==> src/rtl/pb_conditioner_pkg.sv <==
`default_nettype none
// ============================================================================
//  Module      : pb_conditioner_pkg
//  Description : Shared types and helpers for the pushbutton/switch
//                conditioner. It provides the channel state encoding and the
//                counter-width calculation.
//  Revision    : 1.0  initial release
// ============================================================================
package pb_conditioner_pkg;

    // Channel state of one pushbutton. The encodings are fixed so that the
    // state can be read back unambiguously in a waveform.
    typedef enum logic [1:0] {
        ST_IDLE   = 2'd0,
        ST_HELD   = 2'd1,
        ST_REPEAT = 2'd2
    } ch_state_t;

    function automatic int max3(input int a, input int b, input int c);
        int m;
        m = (a > b) ? a : b;
        return (m > c) ? m : c;
    endfunction

    // The extra bit keeps a terminal count from colliding with a
    // power-of-two boundary, so the counter can never wrap.
    function automatic int cnt_width(input int max_val);
        return $clog2(max_val) + 1;
    endfunction

endpackage : pb_conditioner_pkg
`default_nettype wire

==> src/rtl/pb_conditioner_db_sync.sv <==
`default_nettype none
// ============================================================================
//  Module      : pb_conditioner_db_sync
//  Description : Synchroniser and debouncer for one input bit. It uses a
//                two-flop synchroniser. An optional inversion maps the
//                synchronised value to an active-high level. A level is
//                accepted only after DB_CYCLES consecutive samples that
//                differ from the current accepted level.
//  Ports       : clk      - system clock
//                rst      - synchronous active-high reset
//                i_raw    - raw asynchronous input
//                o_level  - debounced, polarity-normalised level
//  Revision    : 1.0  initial release
// ============================================================================
module pb_conditioner_db_sync
    import pb_conditioner_pkg::*;
#(
    parameter int DB_CYCLES = 500_000,
    parameter bit INVERT    = 1'b0
) (
    input  logic clk,
    input  logic rst,
    input  logic i_raw,
    output logic o_level
);

    localparam int CW = cnt_width(DB_CYCLES);

    logic          r_sync1;
    logic          r_sync2;
    logic [CW-1:0] r_cnt;
    logic          w_norm;

    // On reset, the synchroniser flops load the raw "released" level. This
    // prevents a spurious transition when reset is released.
    always_ff @(posedge clk) begin
        if (rst) begin
            r_sync1 <= INVERT;
            r_sync2 <= INVERT;
        end else begin
            r_sync1 <= i_raw;
            r_sync2 <= r_sync1;
        end
    end

    assign w_norm = r_sync2 ^ INVERT;

    always_ff @(posedge clk) begin
        if (rst) begin
            r_cnt   <= '0;
            o_level <= 1'b0;
        end else if (w_norm == o_level) begin
            r_cnt <= '0;
        end else if (r_cnt == CW'(DB_CYCLES - 1)) begin
            // This sample is the DB_CYCLES-th consecutive differing sample.
            o_level <= w_norm;
            r_cnt   <= '0;
        end else begin
            r_cnt <= r_cnt + 1'b1;
        end
    end

endmodule : pb_conditioner_db_sync
`default_nettype wire

==> src/rtl/pb_conditioner.sv <==
`default_nettype none
// ============================================================================
//  Module      : pb_conditioner
//  Description : Conditions the board pushbuttons and slide switches for the
//                clock top. Each button is synchronised and debounced. Each
//                button produces press/release pulses and step pulses, with
//                optional auto-repeat while the button is held. Each switch
//                is synchronised and debounced to a clean level.
//  Ports       : M_CLOCK    - system clock (rising edge)
//                M_RESET    - synchronous active-high reset
//                IO_PB      - raw pushbuttons
//                IO_DSW     - raw slide switches
//                pb_level   - debounced button state, 1 = pressed
//                pb_press   - 1-cycle pulse on accepted press
//                pb_release - 1-cycle pulse on accepted release
//                pb_step    - 1-cycle pulse on press and on each repeat
//                sw_level   - debounced switch levels, 1 = up
//  Revision    : 1.0  initial release
// ============================================================================
module pb_conditioner
    import pb_conditioner_pkg::*;
#(
    parameter int              N_PB         = 4,
    parameter int              N_SW         = 8,
    parameter int              PB_ACT_LOW   = 1,
    parameter int              DB_CYCLES    = 500_000,
    parameter int              REPEAT_DELAY = 25_000_000,
    parameter int              REPEAT_RATE  = 5_000_000,
    parameter logic [N_PB-1:0] REPEAT_MASK  = '1
) (
    input  logic            M_CLOCK,
    input  logic            M_RESET,
    input  logic [N_PB-1:0] IO_PB,
    input  logic [N_SW-1:0] IO_DSW,
    output logic [N_PB-1:0] pb_level,
    output logic [N_PB-1:0] pb_press,
    output logic [N_PB-1:0] pb_release,
    output logic [N_PB-1:0] pb_step,
    output logic [N_SW-1:0] sw_level
);

    localparam int CW = cnt_width(max3(DB_CYCLES, REPEAT_DELAY, REPEAT_RATE));

    logic [N_PB-1:0] w_pb_db;
    logic [N_SW-1:0] w_sw_db;

    generate
        for (genvar gi = 0; gi < N_PB; gi++) begin : g_pb_db
            pb_conditioner_db_sync #(
                .DB_CYCLES (DB_CYCLES),
                .INVERT    (PB_ACT_LOW != 0)
            ) u_db (
                .clk     (M_CLOCK),
                .rst     (M_RESET),
                .i_raw   (IO_PB[gi]),
                .o_level (w_pb_db[gi])
            );
        end

        for (genvar gs = 0; gs < N_SW; gs++) begin : g_sw_db
            pb_conditioner_db_sync #(
                .DB_CYCLES (DB_CYCLES),
                .INVERT    (1'b0)
            ) u_db (
                .clk     (M_CLOCK),
                .rst     (M_RESET),
                .i_raw   (IO_DSW[gs]),
                .o_level (w_sw_db[gs])
            );
        end
    endgenerate

    // The switch levels get one register stage so that they have the same
    // latency as the button outputs.
    always_ff @(posedge M_CLOCK) begin
        if (M_RESET) begin
            sw_level <= '0;
        end else begin
            sw_level <= w_sw_db;
        end
    end

    generate
        for (genvar gc = 0; gc < N_PB; gc++) begin : g_ch
            ch_state_t     r_state;
            logic [CW-1:0] r_rep_cnt;
            logic          r_level;
            logic          r_press;
            logic          r_release;
            logic          r_step;

            // The repeat counter counts down to zero. A step is issued on the
            // cycle in which the counter reaches zero. The debounced level
            // register and the state change together, so pb_level rises in
            // the same cycle as pb_press.
            always_ff @(posedge M_CLOCK) begin
                if (M_RESET) begin
                    r_state   <= ST_IDLE;
                    r_rep_cnt <= '0;
                    r_level   <= 1'b0;
                    r_press   <= 1'b0;
                    r_release <= 1'b0;
                    r_step    <= 1'b0;
                end else begin
                    r_level   <= w_pb_db[gc];
                    r_press   <= 1'b0;
                    r_release <= 1'b0;
                    r_step    <= 1'b0;
                    case (r_state)
                        ST_IDLE: begin
                            if (w_pb_db[gc]) begin
                                r_state   <= ST_HELD;
                                r_press   <= 1'b1;
                                r_step    <= 1'b1;
                                r_rep_cnt <= CW'(REPEAT_DELAY);
                            end
                        end
                        ST_HELD: begin
                            if (!w_pb_db[gc]) begin
                                r_state   <= ST_IDLE;
                                r_release <= 1'b1;
                                r_rep_cnt <= '0;
                            end else if (r_rep_cnt == CW'(1)) begin
                                if (REPEAT_MASK[gc]) begin
                                    r_state   <= ST_REPEAT;
                                    r_step    <= 1'b1;
                                    r_rep_cnt <= CW'(REPEAT_RATE);
                                end else begin
                                    // Repeat is disabled for this button.
                                    // The counter parks at zero, and the
                                    // channel stays in HELD.
                                    r_rep_cnt <= '0;
                                end
                            end else if (r_rep_cnt != '0) begin
                                r_rep_cnt <= r_rep_cnt - 1'b1;
                            end
                        end
                        ST_REPEAT: begin
                            // On release, any step that is due in the same
                            // cycle is dropped.
                            if (!w_pb_db[gc]) begin
                                r_state   <= ST_IDLE;
                                r_release <= 1'b1;
                                r_rep_cnt <= '0;
                            end else if (r_rep_cnt == CW'(1)) begin
                                r_step    <= 1'b1;
                                r_rep_cnt <= CW'(REPEAT_RATE);
                            end else begin
                                r_rep_cnt <= r_rep_cnt - 1'b1;
                            end
                        end
                        default: begin
                            r_state   <= ST_IDLE;
                            r_rep_cnt <= '0;
                        end
                    endcase
                end
            end

            assign pb_level[gc]   = r_level;
            assign pb_press[gc]   = r_press;
            assign pb_release[gc] = r_release;
            assign pb_step[gc]    = r_step;
        end
    endgenerate

endmodule : pb_conditioner
`default_nettype wire

==> config.mk <==
export PLATFORM = sky130hd
export DESIGN_NAME = pb_conditioner
export DESIGN_NICKNAME = d
export VERILOG_FILES = /design/src/rtl/pb_conditioner_pkg.sv /design/src/rtl/pb_conditioner_db_sync.sv /design/src/rtl/pb_conditioner.sv
export SDC_FILE = /design/constraint.sdc
export NUM_CORES = 1
export LEC_CHECK = 0
export BUFFER_PORTS_ARGS = -buffer_cell sky130_fd_sc_hd__buf_2
export CAP_MARGIN = 0
export CORE_UTILIZATION = 65
export DETAILED_ROUTE_END_ITERATION = 6
export GPL_ROUTABILITY_DRIVEN = 0
export PLACE_DENSITY = 0.86
export SLEW_MARGIN = 40
export SYNTH_ARGS = -nofsm -noshare
export SYNTH_HDL_FRONTEND = slang
export SYNTH_SLANG_ARGS = --single-unit
==> constraint.sdc <==
create_clock -name M_CLOCK -period 5.7 [get_ports M_CLOCK]
set_clock_uncertainty 0.2 [all_clocks]
set_input_delay 0.285 -clock M_CLOCK [delete_from_list [all_inputs] [get_ports M_CLOCK]]
set_output_delay 0.285 -clock M_CLOCK [all_outputs]
set_load 0.02 [all_outputs]
==> out/results.ini, run 1 <==
[floorplanning]
pin_count = 38
die-area_sq_um = 29920
die_x_um = 173.0
num_rows = 62
core_sq_um = 28700
initial_core_util = 0.6620
die_h_um = 173.0

[global_routing]
grt_usage = 0.2633
grt-ovfl-total = 0
first_global_vias = 15210
grt_start_max_net_pins = 70
antenna_found_initial = 0
grt_pass1_wl_um = 68900

[timing]
hold_violations = 0
min_period_over_period = 0.5873
timing.fmax_mhz = 298.7
setup_viol_count_final = 0
worst_slew_pin_slew_ps = 861.1
fin_ws_ps = 2352
tns_ps = 0
slew_violations = 0
min_period_ps = 3348
rsz0062_at_grt = no
slew-limit-headroom = 0.4238

[clock_network]
post_cts_buffers = 0
path_clk_slew_ps = 60
h-tree-depth = 2
clk-insertion-delay-late_ps = 540
clockBufferDepth = 3
cts_sinks = 412
cts_buffers = 43
cts_root_buffer = clkbuf_16
cts_tree = yes

[route]
drt_iter0_markers = 1307
drt.antenna.violating_nets = 0
wirelength_um = 39430
drc_errors = 0
dr_wl_met3_um = 1927
top_layer = met4
wire_per_inst_um = 14.90
wl_met1_um = 17490
wl_met2_um = 19100
vias = 15800
viasPerCell = 5.970
drtPass1Iterations = 7

[yosys]
ys.warnings.count = 0
synth.most_common_cell = dfxtp_1
async_flop_share = 0
syn-num-nets = 2278
synth_common_cells = dfxtp_1, nor2_1, xor2_1
ys_top_cells_by_area = dfxtp_1, nor2_1, xor2_1
synth_area_per_cell_sq_um = 8.529
synth_area_sq_um = 19000
yosysUniqueCellTypes = 85
ys.flop_type = dfxtp_1
seq_area_frac_synth = 0.4341
synth_cells = 2228
ys_ff_latch = 412
synth_edf_count = 0
synth.top_cell.area_share = 0.4341
synth_top_cell_by_area = dfxtp_1

[worst_setup_path]
required_ps = 5930
path_class = reg2reg
start_kind = flop
cpPeakStageDelay_ps = 780
cpMaxStageDelayCell = o41ai_4
arrival_ps = 3580
crit_fanout = 13
end_kind = flop
crit_chain = inv_1 > ha_1 > or4b_4 > or4_4 > o41ai_4 > or2_2 > o21ai_1 > a22o_1
r2r_cells = 8

[finish]
n_antenna_cell = 0
drive_gt1_frac = 0.06673
nNetsFinal = 2283
synthToLayoutAreaGrowth_pct = 9.653
final_area_sq_um = 20840
post-route-util = 0.7259

[hold_path]
holdPathStages = 2
hold_path.class = in2reg

[placed_design]
dpl.hpwl_um = 26200
dpl_worst_slack_ps = 2405
io_buffers = 37
place_area_sq_um = 19260

[pwr]
cellPowerDensity_nw_per_um2 = 278.9
ir_drop_v = 0.0001827
leakagePower_uw = 0.007351

[status]
status = finished clean

[job]
maxCapViolations = 0

-- metrics by stage --
step                cells  power, uW  hold slack, ps
CTS                  2647       5843           96.13
global placement     2560       3022           201.0
finish               2647       5811           102.7
detailed placement   2560       3025           202.2
global route         2647       5984           128.1
floorplan            2228       3007           188.8
-- where the power goes --
part	internal, uW	switching (uW)
Combinational	24.9	48.3
Sequential	2890	6.13
Clock	1710	1130
Total	4630	1180
-- critical path: cells and delay by family (launching register included) --
kind	cells	cell delay, ps
AO/OA/AOI/OAI	3	1080
buffers and inverters	1	90
AND/OR/NAND/NOR	3	1300
flip-flops	1	340
adder cells (fa/ha/maj)	1	220
-- flip-flops by register name, summed over array words and instances (netlist names) --
name	count
g_ch.r_state	8
g_ch.r_rep_cnt	104
g_pb_db.u_db.r_sync2	4
g_sw_db.u_db.r_sync1	8
g_pb_db.u_db.o_level	4
g_sw_db.u_db.o_level	8
g_sw_db.u_db.r_cnt	160
g_pb_db.u_db.r_sync1	4
g_ch.r_level	4
g_sw_db.u_db.r_sync2	8
sw_level	8
g_ch.r_step	4
g_ch.r_press	4
g_ch.r_release	4
g_pb_db.u_db.r_cnt	80
-- what timing repair did --
item / 4_1_cts / 5_1_grt
hold endpoints to repair: 12 / 0
hold buffers: 12 / 0
gates resized for setup: 0 / 0
-- worst paths after layout --
kind | startpoint | end | slack (ps)
worst max-delay path | g_ch[0].r_rep_cnt[0] | g_ch[0].r_rep_cnt[19] | 2350
worst max register to register | g_ch[0].r_rep_cnt[0] | g_ch[0].r_rep_cnt[19] | 2350
worst min register to register | g_pb_db[2].u_db.r_sync1 | g_pb_db[2].u_db.r_sync2 | 220
worst min-delay path | M_RESET | g_ch[0].r_rep_cnt[8] | 100
-- final cells by class --
cell class | count | area (sq um)
clock buffer | 60 | 1251
clock inverter | 15 | 195.2
fill | 2094 | 7866
inverter | 68 | 255.2
multi-input combinational | 1657 | 10080
sequential | 412 | 8248
tap | 384 | 480.5
timing repair buffer | 51 | 322.8
-- layer usage --
layer	vias up	GRT usage
li1	7790	-
met1	7451	0.3367
met2	460	0.4593
met3	101	0.03408
met4	0	0.08591
met5	-	0
-- cell usage in the layout, fill, tap and decap left out, types with 58 or more instances in the layout --
master / synthesis / layout
xnor2_1: 108 / 108
o21ai_0: 58 / 58
nand4_1: 70 / 70
nor2_1: 401 / 401
dfxtp_1: 412 / 412
nand2_1: 130 / 130
inv_1: 68 / 68
a21oi_1: 73 / 73
nand3_1: 112 / 112
xor2_1: 142 / 142
nor3_1: 72 / 72
-- kinds of logic after synthesis --
family / after synthesis / share of synthesized area
mux: 13 / 0.006980
simple gates: 1088 / 0.2902
buf+inv: 159 / 0.03628
flops: 412 / 0.4341
fa+ha+maj: 36 / 0.02370
compound gates: 270 / 0.09350
xor+xnor: 250 / 0.1152
No activity file was read; power rests on OpenSTA's default activity.
==> run 2, diff against run 1 <==
--- a/config.mk
+++ b/config.mk
@@ -7,10 +7,10 @@
 export LEC_CHECK = 0
 export BUFFER_PORTS_ARGS = -buffer_cell sky130_fd_sc_hd__buf_2
 export CAP_MARGIN = 0
-export CORE_UTILIZATION = 65
+export CORE_UTILIZATION = 63
 export DETAILED_ROUTE_END_ITERATION = 6
 export GPL_ROUTABILITY_DRIVEN = 0
-export PLACE_DENSITY = 0.86
+export PLACE_DENSITY = 0.84
 export SLEW_MARGIN = 40
 export SYNTH_ARGS = -nofsm -noshare
 export SYNTH_HDL_FRONTEND = slang
==> constraint.sdc (replaced) <==
create_clock -name M_CLOCK -period 3.4 [get_ports M_CLOCK]
set_clock_uncertainty 0.2 [all_clocks]
set_input_delay 0.17 -clock M_CLOCK [delete_from_list [all_inputs] [get_ports M_CLOCK]]
set_output_delay 0.17 -clock M_CLOCK [all_outputs]
set_load 0.02 [all_outputs]
==> run 2 against run 1 <==
  * Register-to-register slack got worse by 2100 ps
  * Clock power is 67% higher
  * Setup slack lost 2100 ps
  * Critical path depth stayed put
  * Critical path type unchanged
  * Die area increased by 3.1%
  * Largest power group unchanged
  * Utilization down 1.8 points
  * Critical endpoint is now g_ch[0].r_rep_cnt[25]
  * Highest routed layer unchanged
==> out/results.ini, run 2 (same netlist as run 1, synthesis figures left out) <==
[global_routing]
first_global_vias = 15240  ; +0.16%
grt_usage = 0.2615  ; -0.001786
grt_start_max_net_pins = 56  ; -20%
grt_pass1_wl_um = 69350  ; +0.66%
antenna_found_initial = 0  ; unchanged
grt-ovfl-total = 0  ; unchanged

[floorplanning]
die_x_um = 175.7  ; +1.6%
pin_count = 38  ; unchanged
num_rows = 63  ; +1.6%
initial_core_util = 0.6411  ; -0.02091
die-area_sq_um = 30860  ; +3.1%
die_h_um = 175.7  ; +1.6%
core_sq_um = 29640  ; +3.3%

[timing]
tns_ps = 0  ; unchanged
min_period_over_period = 0.9227  ; +0.3354
rsz0062_at_grt = no
slew_violations = 0  ; unchanged
setup_viol_count_final = 0  ; unchanged
timing.fmax_mhz = 318.8  ; +6.7%
worst_slew_pin_slew_ps = 803.1  ; -58.04 ps
slew-limit-headroom = 0.4626  ; +0.03884
hold_violations = 0  ; unchanged
whs_ps = 164.6  ; +61.97 ps
min_period_ps = 3137  ; -210.3 ps

[finish]
seq_area_sq_um = 8248  ; unchanged
multi_input_area_sq_um = 10060  ; -0.19%
synthToLayoutAreaGrowth_pct = 10.42
nFillCells = 2235  ; +6.7%
largest_reg_flops = 160  ; unchanged
layout_common_cells = dfxtp_1, nor2_1, xor2_1, nand2_1, nand3_1
regMostFlops = g_sw_db.u_db.r_cnt
nNetsFinal = 2302  ; +0.83%
n_antenna_cell = 0  ; unchanged
drive_gt1_frac = 0.07437  ; +0.007640
reg_top3 = g_sw_db.u_db.r_cnt: 160 flops, g_ch.r_rep_cnt: 104 flops, g_pb_db.u_db.r_cnt: 80 flops
layout_commonest_cell = dfxtp_1

[route]
drt.antenna.violating_nets = 0  ; unchanged
vias = 15930  ; +0.82%
drt_iter0_markers = 1288  ; -1.5%
wirelength_um = 40420  ; +2.5%
drc_errors = 0  ; unchanged
viasPerCell = 5.954  ; -0.27%
wire_per_inst_um = 15.10  ; +1.4%
drtPass1Iterations = 6  ; -1

[clock_network]
cts_buffers = 43  ; unchanged
path_clk_slew_ps = 60  ; about the same
h-tree-depth = 2  ; unchanged
clk-insertion-delay-late_ps = 540  ; about the same
cts_resized = 0  ; unchanged
cts_tree = yes
cts_sinks = 412  ; unchanged
post_cts_buffers = 0  ; unchanged
cts_root_buffer = clkbuf_16
clockBufferDepth = 3  ; unchanged

[worst_setup_path]
start_kind = flop
cpPeakStageDelay_ps = 690  ; -90 ps
required_ps = 3610  ; -2320 ps
rr_endpoint = g_ch[0].r_rep_cnt[25]
crit_fanout = 16  ; +3
arrival_ps = 3350  ; -230 ps
cpMaxStageDelayCell = o41a_1
end_kind = flop
r2r_cells = 8  ; unchanged
r2r_slack_ps = 260  ; -2090 ps
path_class = reg2reg
r2r-start = g_ch[0].r_rep_cnt[0]
crit_chain = inv_1 > ha_1 > or4b_4 > or4_4 > o41a_1 > nand3_1 > xor2_1 > nor2_1

[hold_path]
hold_end = g_pb_db[1].u_db.r_sync1
min_from = IO_PB[1]
holdPathStages = 3  ; +1
hold_path.class = in2reg

[pwr]
leakagePower_uw = 0.007427  ; +1.0%
ir_drop_v = 0.0003900  ; +110%
cellPowerDensity_nw_per_um2 = 462.9  ; +66%
total_power_uw = 9713  ; +67%

[placed_design]
io_buffers = 37  ; unchanged
dpl.hpwl_um = 26060  ; -0.56%

[job]
maxCapViolations = 0  ; unchanged

[status]
status = finished clean

run 2: cell type report:
type,instances,share of cell area
clock buffers,60,0.06059
clock inverters,19,0.008766
inverters,68,0.01217
multi-input cells,1657,0.4797
flip-flops and latches,412,0.3931
well taps,390,0.02326
repair buffers,70,0.02242
run 2: worst max path at each step:
stage                       endpoint  cells past startpoint  slack, ps                 start
4_1_cts        g_ch[0].r_rep_cnt[25]                      8        270  g_ch[0].r_rep_cnt[0]
6_report       g_ch[0].r_rep_cnt[25]                      8        260  g_ch[0].r_rep_cnt[0]
5_1_grt        g_ch[1].r_rep_cnt[14]                      8        130  g_ch[1].r_rep_cnt[1]
3_3_place_gp   g_ch[0].r_rep_cnt[25]                      8        380  g_ch[0].r_rep_cnt[0]
2_1_floorplan  g_ch[0].r_rep_cnt[23]                      9        620  g_ch[0].r_rep_cnt[0]
3_5_place_dp   g_ch[0].r_rep_cnt[25]                      8        310  g_ch[0].r_rep_cnt[0]
run 2: what timing repair did:
action | 4_1_cts | 5_1_grt
hold endpoints to repair | 18 | 0
endpoints found under the setup margin | 0 | 0
hold buffers | 14 | 0
run 2: per-layer routing:
metal | part of all wire | wire (um) | global-route usage
met5 | 0 | 0 | 0
met4 | 0.029 | 1167 | 0.1004
met3 | 0.052 | 2105 | 0.03766
met2 | 0.48 | 19580 | 0.4483
met1 | 0.43 | 17560 | 0.3314
run 2: power breakdown:
part | switching, uW | total, uW | internal [uW]
clock | 1950 | 4730 | 2780
sequential | 9.72 | 4850 | 4840
combinational | 83.0 | 129 | 46.2
total | 2040 | 9710 | 7670
run 2: stage by stage:
step / std cells / cell area [sq um] / setup slack (ps) / util
3_5_place_dp: 2583 / 19390 / 311.6 / 0.6541
2_1_floorplan: 2228 / 19000 / 616.9 / -
6_report: 2676 / 20980 / 262.8 / 0.7079
5_1_grt: 2676 / 20980 / 129.3 / 0.7079
3_3_place_gp: 2583 / 19390 / 379.0 / 0.6541
4_1_cts: 2676 / 20980 / 272.6 / 0.7079
run 2: worst max-delay path, delay by kind of cell, from the launching register on:
kind,cells,cell delay [ps]
AO/OA/AOI/OAI,1,690
XOR/XNOR,1,160
adder cells (fa/ha/maj),1,210
buffers and inverters,1,90
flip-flops,1,340
AND/OR/NAND/NOR,4,1300
==> run 3, diff against run 2 <==
==> constraint.sdc (replaced) <==
create_clock -name M_CLOCK -period 3.4 [get_ports M_CLOCK]
set_clock_uncertainty 0.2 [all_clocks]
set_input_delay 0.51 -clock M_CLOCK [delete_from_list [all_inputs] [get_ports M_CLOCK]]
set_output_delay 0.51 -clock M_CLOCK [all_outputs]
set_load 0.02 [all_outputs]
==> run 3 against run 2 <==
  * The run now ends with design-rule violations left
  * Fmax increased by 0.37%
  * Hold slack improved by 46 ps
  * Flip-flop and latch count unchanged
  * Non-clock buffer count decreased by 1
  * Clock-buffer cell count decreased by 2
  * Sequential share of layout area decreased by 0.12 points
  * Clock power increased by 5.5%
  * Die area unchanged
  * Sequential power about the same
  * Critical path type unchanged
  * Cell count about the same
  * Register-to-register slack about the same
==> out/results.ini, run 3 (same netlist as run 1, synthesis figures left out) <==
[worst_setup_path]
crit_chain = inv_1 > ha_1 > or4b_4 > or4_4 > o41a_1 > nand3_1 > xor2_1 > nor2_1
crit_fanout = 16  ; unchanged
end_kind = flop
start_kind = flop
arrival_ps = 3330  ; -20 ps
cpPeakStageDelay_ps = 680  ; about the same
r2r_slack_ps = 270  ; about the same
cpMaxStageDelayCell = o41a_1
r2r_cells = 8  ; unchanged
rr_endpoint = g_ch[0].r_rep_cnt[25]
path_class = reg2reg
r2r-start = g_ch[0].r_rep_cnt[0]
required_ps = 3610  ; about the same

[clock_network]
cts_root_buffer = clkbuf_16
clockBufferDepth = 3  ; unchanged
cts_sinks = 412  ; unchanged
cts_buffers = 43  ; unchanged
path_clk_slew_ps = 60  ; about the same
post_cts_buffers = 0  ; unchanged
cts_resized = 0  ; unchanged
hold_buffers = 12  ; -2
h-tree-depth = 2  ; unchanged
cts_tree = yes
clk-insertion-delay-late_ps = 540  ; about the same

[global_routing]
grt.busiest_layer = met2
use_met3 = 0.03506  ; -0.002597
grt_usage = 0.2504  ; -0.01106
grt-ovfl-total = 0  ; unchanged
grtUsageMet2 = 0.4262  ; -0.02207
met1_usage = 0.3212  ; -0.01028
first_global_vias = 14940  ; -1.9%
antenna_found_initial = 0  ; unchanged
grt_start_max_net_pins = 51  ; -8.9%
grt_pass1_wl_um = 66790  ; -3.7%

[finish]
reg_top3 = g_sw_db.u_db.r_cnt: 160 flops, g_ch.r_rep_cnt: 104 flops, g_pb_db.u_db.r_cnt: 80 flops
layout_commonest_cell = dfxtp_1
nNetsFinal = 2301  ; -0.043%
n_antenna_cell = 0  ; unchanged
synthToLayoutAreaGrowth_pct = 10.76
nFillCells = 2255  ; +0.89%
finalNonFillerCells = 2675  ; -0.037%
final_area_sq_um = 21050  ; +0.31%
layout_common_cells = dfxtp_1, nor2_1, xor2_1, nand2_1, nand3_1
regMostFlops = g_sw_db.u_db.r_cnt
drive_gt1_frac = 0.07440  ; about the same
largest_reg_flops = 160  ; unchanged
post-route-util = 0.7101  ; +0.002195

[floorplanning]
initial_core_util = 0.6411  ; unchanged
die-area_sq_um = 30860  ; unchanged
die_h_um = 175.7  ; unchanged
die_x_um = 175.7  ; unchanged
core_sq_um = 29640  ; unchanged
num_rows = 63  ; unchanged
pin_count = 38  ; unchanged

[route]
drtPass1Iterations = 7  ; +1
vias = 15770  ; -1.0%
drt.antenna.violating_nets = 0  ; unchanged
wire_per_inst_um = 14.54  ; -3.7%
drc_errors = 1  ; +1
viasPerCell = 5.894  ; -1.0%
drt_iter0_markers = 1318  ; +2.3%
wirelength_um = 38890  ; -3.8%

[hold_path]
min_from = g_pb_db[3].u_db.r_sync1
hold_path.class = reg2reg
hold_end = g_pb_db[3].u_db.r_sync2
holdPathStages = 1  ; -2

[status]
violations = design-rule violations
status = finished, violations left

[timing]
rsz0062_at_grt = no
hold_violations = 0  ; unchanged
whs_ps = 210.7  ; +46.05 ps
timing.fmax_mhz = 320.0  ; +0.37%
setup_viol_count_final = 0  ; unchanged
slew_violations = 0  ; unchanged
worst_slew_pin_slew_ps = 783.8  ; -19.23 ps
tns_ps = 0  ; unchanged
slew-limit-headroom = 0.4719  ; +0.009273
min_period_over_period = 0.9193  ; -0.003446
min_period_ps = 3125  ; -11.72 ps

[job]
maxCapViolations = 0  ; unchanged

[placed_design]
place_area_sq_um = 19390  ; about the same
io_buffers = 37  ; unchanged
dpl.hpwl_um = 25690  ; -1.4%
placed_cells = 2584  ; +0.039%

[pwr]
leakagePower_uw = 0.007478  ; +0.68%
ir_drop_v = 0.0003192  ; -18%
cellPowerDensity_nw_per_um2 = 473.7  ; +2.3%

[run 3: changes by cell type in the layout (fill, tap and decap cells not counted), sizes merged]
cell,before,now
dlygate4sd3,14,12
bufinv,2,7
buf,56,57
clkbuf,60,58
clkinv,10,12
clkinvlp,5,0
[run 3: per-stage QoR]
step	setup WS, ps	power (uW)
final	274.5	9969
after floorplan	616.9	5042
after global placement	375.0	5071
after CTS	290.1	10050
after global routing	68.17	10280
after detailed placement	329.6	5075
[run 3: per-layer routing]
metal  part of all wire  wire (um)
met1               0.45      17380
met3              0.052       2010
met5                  0          0
met2               0.48      18500
met4              0.026       1004
[run 3: layout make-up]
type                            count  area [sq um]  share of cell area
Sequential cell                   412          8248              0.3919
Clock inverter                     21         299.0             0.01421
Timing Repair Buffer               69         457.9             0.02176
Multi-Input combinational cell   1657         10060              0.4782
Clock buffer                       58          1234             0.05862
Inverter                           68         255.2             0.01213
Tap cell                          390         488.0             0.02319
[run 3: worst max-delay path by stage]
| stage | startpoint | endpoint |
|---|---|---|
| after floorplan | g_ch[0].r_rep_cnt[0] | g_ch[0].r_rep_cnt[23] |
| after global placement | g_ch[0].r_rep_cnt[0] | g_ch[0].r_rep_cnt[10] |
| after detailed placement | g_ch[0].r_rep_cnt[0] | g_ch[0].r_rep_cnt[10] |
| after CTS | g_ch[0].r_rep_cnt[0] | g_ch[0].r_rep_cnt[25] |
| after global routing | g_ch[1].r_rep_cnt[0] | g_ch[1].r_rep_cnt[12] |
| final | g_ch[0].r_rep_cnt[0] | g_ch[0].r_rep_cnt[25] |
[run 3: power breakdown]
part	internal, uW	leakage (uW)	switching (uW)	total, uW
sequential	4840	0.00332	9.53	4850
clock	3090	0.000765	1900	4990
combinational	45.4	0.00339	81.4	127
[run 3: worst max-delay path, delay by kind of cell, from the launching register on]
kind            cells  cell delay, ps
fa+ha+maj           1             200
simple gates        4            1320
buf+inv             1              80
compound gates      1             680
xor+xnor            1             180
flops               1             340
